==> config.mk <==
export PLATFORM = sky130hd
export DESIGN_NAME = ascon_perm_seq_flat
export DESIGN_NICKNAME = d
export VERILOG_FILES = /design/src/rtl/ascon_perm_seq_if.sv /design/src/rtl/ascon_perm_seq.sv /design/src/flat_wrapper.sv
export SDC_FILE = /design/constraint.sdc
export NUM_CORES = 1
export LEC_CHECK = 0
export ABC_AREA = 0
export BUFFER_PORTS_ARGS = -buffer_cell sky130_fd_sc_hd__buf_2
export CORE_AREA = 2 2 507 509
export CTS_CLUSTER_SIZE = 16
export DETAILED_ROUTE_END_ITERATION = 10
export DIE_AREA = 0 0 509 511
export GPL_ROUTABILITY_DRIVEN = 0
export PLACE_DENSITY = 0.3
export SKIP_CTS_REPAIR_TIMING = 1
export SLEW_MARGIN = 20
export SYNTH_ARGS = -nofsm -noshare
export SYNTH_HDL_FRONTEND = slang
export SYNTH_SLANG_ARGS = --single-unit
==> constraint.sdc <==
create_clock -name clock_i -period 1.3 [get_ports clock_i]
set_input_delay 0.065 -clock clock_i [delete_from_list [all_inputs] [get_ports clock_i]]
set_output_delay 0.065 -clock clock_i [all_outputs]
set_load 0.05 [all_outputs]
==> src/rtl/ascon_perm_seq_if.sv <==
// Bus between the Ascon round sequencer and its surroundings: the mode FSM
// handshake plus the state path to and from the combinational round function.
interface ascon_perm_seq_if;
  logic              start_i;
  logic              mode_i;
  logic [4:0][63:0]  state_i;
  logic [4:0][63:0]  pcin_o;
  logic [4:0][63:0]  pcout_i;
  logic [3:0]        round_o;
  logic [4:0][63:0]  state_o;
  logic              busy_o;
  logic              done_o;

  modport master (
    output start_i, mode_i, state_i, pcout_i,
    input  pcin_o, round_o, state_o, busy_o, done_o
  );

  modport slave (
    input  start_i, mode_i, state_i, pcout_i,
    output pcin_o, round_o, state_o, busy_o, done_o
  );
endinterface

==> src/rtl/ascon_perm_seq.sv <==
// Ascon permutation round sequencer: owns the 320-bit state, steps pc one round per clock.
// Optional macro ASCON_PERM_SEQ_ERR_EN adds a sticky err_o for start requests seen while running.
module ascon_perm_seq #(
  parameter int ROUNDS_A   = 12,
  parameter int ROUNDS_B   = 6,
  parameter int LAST_ROUND = 11
) (
  input  logic clock_i,
  input  logic reset_i,
  ascon_perm_seq_if.slave bus
`ifdef ASCON_PERM_SEQ_ERR_EN
  ,
  output logic err_o
`endif
);

  localparam logic [3:0] FIRST_A = 4'(LAST_ROUND + 1 - ROUNDS_A);
  localparam logic [3:0] FIRST_B = 4'(LAST_ROUND + 1 - ROUNDS_B);
  localparam logic [3:0] LAST_R  = 4'(LAST_ROUND);

  typedef enum logic [1:0] {IDLE, RUN, DONE} fsm_e;

  fsm_e             fsm_q;
  logic [4:0][63:0] st_q;
  logic [3:0]       cnt_q;
  logic             busy_q;
  logic             done_q;

  // The counter returns to 0 on the last round, so round_o reads 0 outside RUN.
  always_ff @(posedge clock_i) begin
    if (reset_i) begin
      fsm_q  <= IDLE;
      st_q   <= '0;
      cnt_q  <= '0;
      busy_q <= 1'b0;
      done_q <= 1'b0;
    end else begin
      done_q <= 1'b0;
      case (fsm_q)
        IDLE, DONE: begin
          if (bus.start_i) begin
            st_q   <= bus.state_i;
            cnt_q  <= bus.mode_i ? FIRST_A : FIRST_B;
            busy_q <= 1'b1;
            fsm_q  <= RUN;
          end else begin
            busy_q <= 1'b0;
            fsm_q  <= IDLE;
          end
        end
        RUN: begin
          st_q <= bus.pcout_i;
          if (cnt_q == LAST_R) begin
            cnt_q  <= '0;
            busy_q <= 1'b0;
            done_q <= 1'b1;
            fsm_q  <= DONE;
          end else begin
            cnt_q <= cnt_q + 4'd1;
          end
        end
        default: begin
          cnt_q  <= '0;
          busy_q <= 1'b0;
          fsm_q  <= IDLE;
        end
      endcase
    end
  end

  assign bus.pcin_o  = st_q;
  assign bus.state_o = st_q;
  assign bus.round_o = cnt_q;
  assign bus.busy_o  = busy_q;
  assign bus.done_o  = done_q;

`ifdef ASCON_PERM_SEQ_ERR_EN
  logic err_q;

  always_ff @(posedge clock_i) begin
    if (reset_i) begin
      err_q <= 1'b0;
    end else if ((fsm_q == RUN) && bus.start_i) begin
      err_q <= 1'b1;
    end
  end

  assign err_o = err_q;
`endif

endmodule

==> src/flat_wrapper.sv <==
// flat-port wrapper written by rule: the top's interface ports become plain ports
module ascon_perm_seq_flat 
#(
  parameter int ROUNDS_A   = 12,
  parameter int ROUNDS_B   = 6,
  parameter int LAST_ROUND = 11
)
  (clock_i, reset_i, bus_start_i, bus_mode_i, bus_state_i, bus_pcout_i, bus_pcin_o, bus_round_o, bus_state_o, bus_busy_o, bus_done_o);
  ascon_perm_seq_if bus_i ();
  input  logic clock_i;
  input  logic reset_i;
  input wire logic [$bits(bus_i.start_i)-1:0] bus_start_i;
  input wire logic [$bits(bus_i.mode_i)-1:0] bus_mode_i;
  input wire logic [$bits(bus_i.state_i)-1:0] bus_state_i;
  input wire logic [$bits(bus_i.pcout_i)-1:0] bus_pcout_i;
  output wire logic [$bits(bus_i.pcin_o)-1:0] bus_pcin_o;
  output wire logic [$bits(bus_i.round_o)-1:0] bus_round_o;
  output wire logic [$bits(bus_i.state_o)-1:0] bus_state_o;
  output wire logic [$bits(bus_i.busy_o)-1:0] bus_busy_o;
  output wire logic [$bits(bus_i.done_o)-1:0] bus_done_o;
  assign bus_i.start_i = bus_start_i;
  assign bus_i.mode_i = bus_mode_i;
  assign bus_i.state_i = bus_state_i;
  assign bus_i.pcout_i = bus_pcout_i;
  assign bus_pcin_o = bus_i.pcin_o;
  assign bus_round_o = bus_i.round_o;
  assign bus_state_o = bus_i.state_o;
  assign bus_busy_o = bus_i.busy_o;
  assign bus_done_o = bus_i.done_o;
  ascon_perm_seq #(.ROUNDS_A(ROUNDS_A), .ROUNDS_B(ROUNDS_B), .LAST_ROUND(LAST_ROUND)) u_core (.clock_i(clock_i), .reset_i(reset_i), .bus(bus_i));
endmodule
==> flow_metrics.tcl, run 1 <==
set metrics [dict create \
    synth_top_cells_by_area "dfxtp_1 40%, a311oi_1 17%, buf_4 15%, nand2_1 15%, nor2_1 7.4%" \
    grt_pass1_vias 20100 \
    ys_ff_latch 328 \
    setup_slack_ns -0.344 \
    synthFlopType "dfxtp_1" \
    seq_power_share_pct 26.5 \
    drt_wl_total_mm 207 \
    rows 186 \
    drc 0 \
    hold_viol_final 0 \
    syn_to_final_growth_pct 131 \
    drive_above_1_share_pct 46.4 \
    dpl.hpwl_mm 172 \
    grt_max_degree 49 \
    final.fill_count 29200 \
    ant_nets 0 \
    die_w_um 509 \
    firstDrtPassIters 5 \
    multiInputGateArea_um2 7250 \
    cts_buffers 50 \
    pwr-share-clk_pct 31.3 \
    finClkSkew_ns 0.0195 \
    syn_nets 2785 \
    core_um2 255000 \
    ys_seq_area_share_pct 40.0 \
    floorplan.initialDensity_pct 6.43 \
    drv_slew 0 \
    violations "negative setup slack" \
    crit_required_ns 1.84 \
    fin_tns_setup_ns -151.05 \
    yosysTopAreaCell "dfxtp_1" \
    netlist_area_um2 16400 \
    clk_latency_ns 0.66 \
    setup_viol 914 \
    combPwrFrac_pct 42.3 \
    synth_common_cells "645 x nand2_1, 332 x buf_4, 328 x dfxtp_1" \
    p_sw_w 0.0212 \
    synth_edf_count 0 \
    overflow 0 \
    grt_setup_unrepaired "true" \
    cp-end-kind "flip-flop" \
    outcome "finished with violations" \
    place_area_um2 25800 \
    crit_fanout 18 \
    num-nets-final 4513 \
    timing.final.crit_share_pct 126 \
    grt_pass1_wl_mm 237 \
    ys_types 23 \
    drtIter0Drc 1609 \
    crit_slowest_cell "dfxtp_2" \
    p_sw_share_pct 44.6 \
    cts_root_buffer "clkbuf_16" \
    cp-start-kind "flip-flop" \
    cts_tree "built" \
    tightest_slew_ns 0.493 \
    maxCapViolations 0 \
    vias 23900 \
    yosysMostFrequentCell "nand2_1" \
    leakage_nw 16.4 \
    fmax_ghz 0.608 \
    dieArea_um2 260000 \
    clk_pin_slew_ns 0.06 \
    p_per_area_nw_per_um2 1250 \
    synth-warning-count 0 \
    finalInstanceArea_um2 37900 \
    netlist_instances 2140 \
    fp.dieH_um 511 \
    slew_headroom_pct 67.4 \
    clk_path_buf_depth 3 \
    max_stage_delay_ns 0.33 \
    crit_arrival_ns 2.19 \
    vdd_ir_drop_max_mv 0.851 \
    r2r_slack_ns -0.34 \
    cts.sinks 328 \
    grt_usage_pct 14.1 \
    cp_num_buf_inv 3 \
    vias_per_cell 3.25 \
    htreeDepth 2 \
    syn_avg_cell_area_um2 7.67 \
    synth_top_area_share_pct 40.0 \
    crit_path_cell_trace "and2b_4, buf_12, buf_16, buf_16, nand2_1, a311oi_1" \
    regArea_um2 6880 \
    crit_top_cell "buf_16" \
    antenna_found_initial 161 \
    period_minus_slack_ns 1.64 \
    async_flop_share_pct 0 \
    critical_path_class "flip-flop to flip-flop" \
    p_int_w 0.0264 \
    portBuffers 1289 \
    ios 1290 \
    critPathTopFamily "buffers and inverters" \
    wire_per_inst_um 28.1 \
    holdCritPathClass "input pin to flip-flop" \
]
[kinds of logic after synthesis]
group | synth area share [%]
AOI/OAI and AO/OA | 17.4
buffers and inverters | 19.8
and+or+nand+nor | 22.7
adders and majority gates | 0.0763
DFF | 40.0
[flip-flops by register name, summed over array words and instances, names as in the netlist]
register	count
u_core.bus.busy_o	1
u_core.bus.done_o	1
u_core.bus.pcin_o	320
u_core.bus.round_o	4
u_core.fsm_q	2
[metal layers]
metal | vias up | track usage [%] | routed length, µm
li1 | 10600 | - | -
met1 | 11500 | 17.9 | 89500
met2 | 1418 | 21.3 | 88600
met3 | 330 | 6.82 | 22100
met4 | 82 | 3.10 | 6040
met5 | - | 0 | 627
[tightest hold or removal path, stage by stage]
cell and delay [ns]:
buf_2 0.14, nand2b_4 0.17, buf_4 0.19, nand2_1 0.05, a311oi_1 0.09
[layout by cell type, fill, tap and decap left out, drive strengths merged, types with 4 or more instances in the layout]
cell type    count
clkinv          13
nor2           322
clkbuf          99
dfxtp          328
diode           61
nand2          645
buf           1505
dlygate4sd3    643
bufinv           4
o21ai            4
a311oi         320
[stage by stage]
stage	setup WS, ns	util [%]	total power, W	instances	hold slack, ns
floorplan	-0.00428	-	0.0225	2140	0.197
detailed placement	-0.357	10.1	0.0288	6494	0.335
finish	-0.344	14.9	0.0476	7352	0.0981
global route	-0.381	14.8	0.0493	7322	0.0621
CTS	-0.620	10.8	0.0440	6585	-0.455
global placement	-0.352	10.1	0.0288	6494	0.335
[area by class of cell]
class                      instances  area share, %
multi-input combinational       1312           19.1
tap                             3384           11.2
clock inverter                    20          0.580
timing repair buffer            2176           46.6
antenna                           61          0.402
sequential                       328           18.1
clock buffer                      71           3.96
[power by group through the flow]
| stage | clock network [W] | registers [W] | logic (W) |
|---|---|---|---|
| 2_1_floorplan | 0 | 0.0154 | 0.00719 |
| 3_3_place_gp | 0 | 0.0126 | 0.0162 |
| 3_5_place_dp | 0 | 0.0126 | 0.0162 |
| 4_1_cts | 0.0154 | 0.0124 | 0.0162 |
| 5_1_grt | 0.0157 | 0.0127 | 0.0209 |
| 6_report | 0.0149 | 0.0126 | 0.0201 |
[worst paths after layout]
check                                        from                      to  depth (start not counted)
worst max register to register    u_core.fsm_q[0]  u_core.bus.pcin_o[223]                          6
worst min register to register  u_core.bus.busy_o       u_core.bus.busy_o                          2
worst min-delay path                  bus_start_i   u_core.bus.pcin_o[44]                          5
worst max-delay path              u_core.fsm_q[0]  u_core.bus.pcin_o[223]                          6
No activity file was read; power rests on OpenSTA's default activity.
==> run 2: changes to the inputs <==
SKIP_CTS_REPAIR_TIMING = not set   (was 1)
==> flow_metrics.tcl, run 2 (synthesis results as in run 1) <==
set metrics [dict create \
    place_area_um2 25800 \
    leakage_nw 17.6 \
    slew_headroom_pct 68.6 \
    outcome "finished with violations" \
    rr_worst_depth 7 \
    cts.sinks 328 \
    crit_required_ns 1.88 \
    core_um2 255000 \
    fp.dieH_um 511 \
    period_minus_slack_ns 1.66 \
    hold_depth 4 \
    critical_path_class "flip-flop to flip-flop" \
    r2r_slack_ns -0.36 \
    grt_pass1_wl_mm 252 \
    portBuffers 1289 \
    clk_path_buf_depth 3 \
    dieArea_um2 260000 \
    p_per_area_nw_per_um2 1200 \
    hold_viol_final 0 \
    violations "negative setup slack" \
    critPathLaunch "u_core.fsm_q[0]" \
    grt_max_degree 49 \
    final_core_util_pct 16.1 \
    drive_above_1_share_pct 53.8 \
    num-nets-final 4542 \
    overflow 0 \
    fmax_ghz 0.601 \
    worst_hold_startpoint "bus_state_i[81]" \
    layout_commonest_cell "buf_2" \
    finClkSkew_ns 0.0207 \
    crit-reg2reg-launch "u_core.fsm_q[0]" \
    cp-start-kind "flip-flop" \
    crit_arrival_ns 2.24 \
    maxCapViolations 0 \
    vias 24100 \
    cts_root_buffer "clkbuf_16" \
    largest_register_ffs 320 \
    crit_fanout 8 \
    grt_pass1_vias 23400 \
    antenna_found_initial 148 \
    grt_usage_pct 14.8 \
    clk_latency_ns 0.68 \
    vdd_ir_drop_max_mv 0.853 \
    htreeDepth 2 \
    drtIter0Drc 1372 \
    drt_wl_total_mm 209 \
    firstDrtPassIters 5 \
    ant_nets 0 \
    cp-end-kind "flip-flop" \
    timing.final.crit_share_pct 128 \
    holdCritPathClass "input pin to flip-flop" \
    floorplan.initialDensity_pct 6.43 \
    final_cell_mix "1093 x buf_2, 643 x dlygate4sd3_1, 485 x nand2_1" \
    ios 1290 \
    syn_to_final_growth_pct 151 \
    grt_setup_unrepaired "true" \
    cts_buffers 50 \
    drc 0 \
    dpl.hpwl_mm 172 \
    setup_slack_ns -0.363 \
    die_w_um 509 \
    rows 186 \
    vias_per_cell 3.27 \
    cts_tree "built" \
    tightest_slew_ns 0.474 \
    finalInstanceArea_um2 41200 \
    dp_slack_ns -0.357 \
    clk_pin_slew_ns 0.06 \
    drv_slew 0 \
    wire_per_inst_um 28.4 \
    setup_viol 860 \
]
==> run 2: changes by cell type in the layout (fill, tap and decap cells not counted), sizes merged <==
cell and change:
buf +30, diode -15, clkbuf -1
==> run 2: metal layers <==
metal | routed length, µm | up-vias | global-route usage (%) | share of wire, %
met5 | 423 | - | 0 | 0.20
met4 | 6390 | 66 | 3.56 | 3.1
met3 | 20000 | 324 | 5.61 | 9.6
met2 | 89400 | 1423 | 22.5 | 43
met1 | 92800 | 11600 | 19.5 | 44
li1 | - | 10700 | - | -
==> run 2: per-stage QoR <==
stage | hold WS [ns] | TNS (ns) | cells | total power (W)
finish | 0.202 | -144.28 | 7366 | 0.0494
floorplan | 0.197 | -0.422 | 2140 | 0.0225
global placement | 0.335 | -77.75 | 6494 | 0.0288
global route | 0.155 | -210.26 | 7343 | 0.0512
CTS | 0.0946 | -204.92 | 7272 | 0.0487
detailed placement | 0.335 | -76.12 | 6494 | 0.0288
==> run 2: final cells by class <==
| type | instances | area (µm²) |
|---|---|---|
| clock inverters | 20 | 220 |
| fillers | 29000 | 214000 |
| clock buffers | 71 | 1500 |
| multi-input cells | 1312 | 8500 |
| repair buffers | 2205 | 19600 |
| well taps | 3384 | 4230 |
| diodes | 46 | 115 |
| flip-flops and latches | 328 | 7050 |
==> run 2: repair_timing <==
| item | 4_1_cts | 5_1_grt |
|---|---|---|
| gates cloned | 20 | 35 |
| endpoints found under the hold margin | 328 | 0 |
| hold buffers | 643 | 0 |
| setup endpoints to repair | 968 | 969 |
| pin swaps | 68 | 201 |
| setup buffers | 25 | 23 |
| resized for setup | 1061 | 427 |
==> run 2: worst paths after layout <==
check	endpoint
worst max-delay path	u_core.bus.pcin_o[71]
worst min-delay path	u_core.bus.pcin_o[81]
worst max register to register	u_core.bus.pcin_o[71]
worst min register to register	u_core.bus.busy_o
==> run 2: power breakdown <==
| part | internal (W) | switching [W] | total (W) | leakage [nW] |
|---|---|---|---|---|
| clock | 0.00879 | 0.00609 | 0.0149 | 0.854 |
| sequential | 0.0111 | 0.00162 | 0.0127 | 2.80 |
| combinational | 0.00773 | 0.0141 | 0.0218 | 14.0 |
==> run 2: worst max-delay path, cell delays in order, from the launching register on <==
cell	delay (ns)
dfxtp_2	0.33
and2b_4	0.32
buf_12	0.13
buf_16	0.15
buf_16	0.18
buf_8	0.14
nand2_4	0.05
a311oi_2	0.26
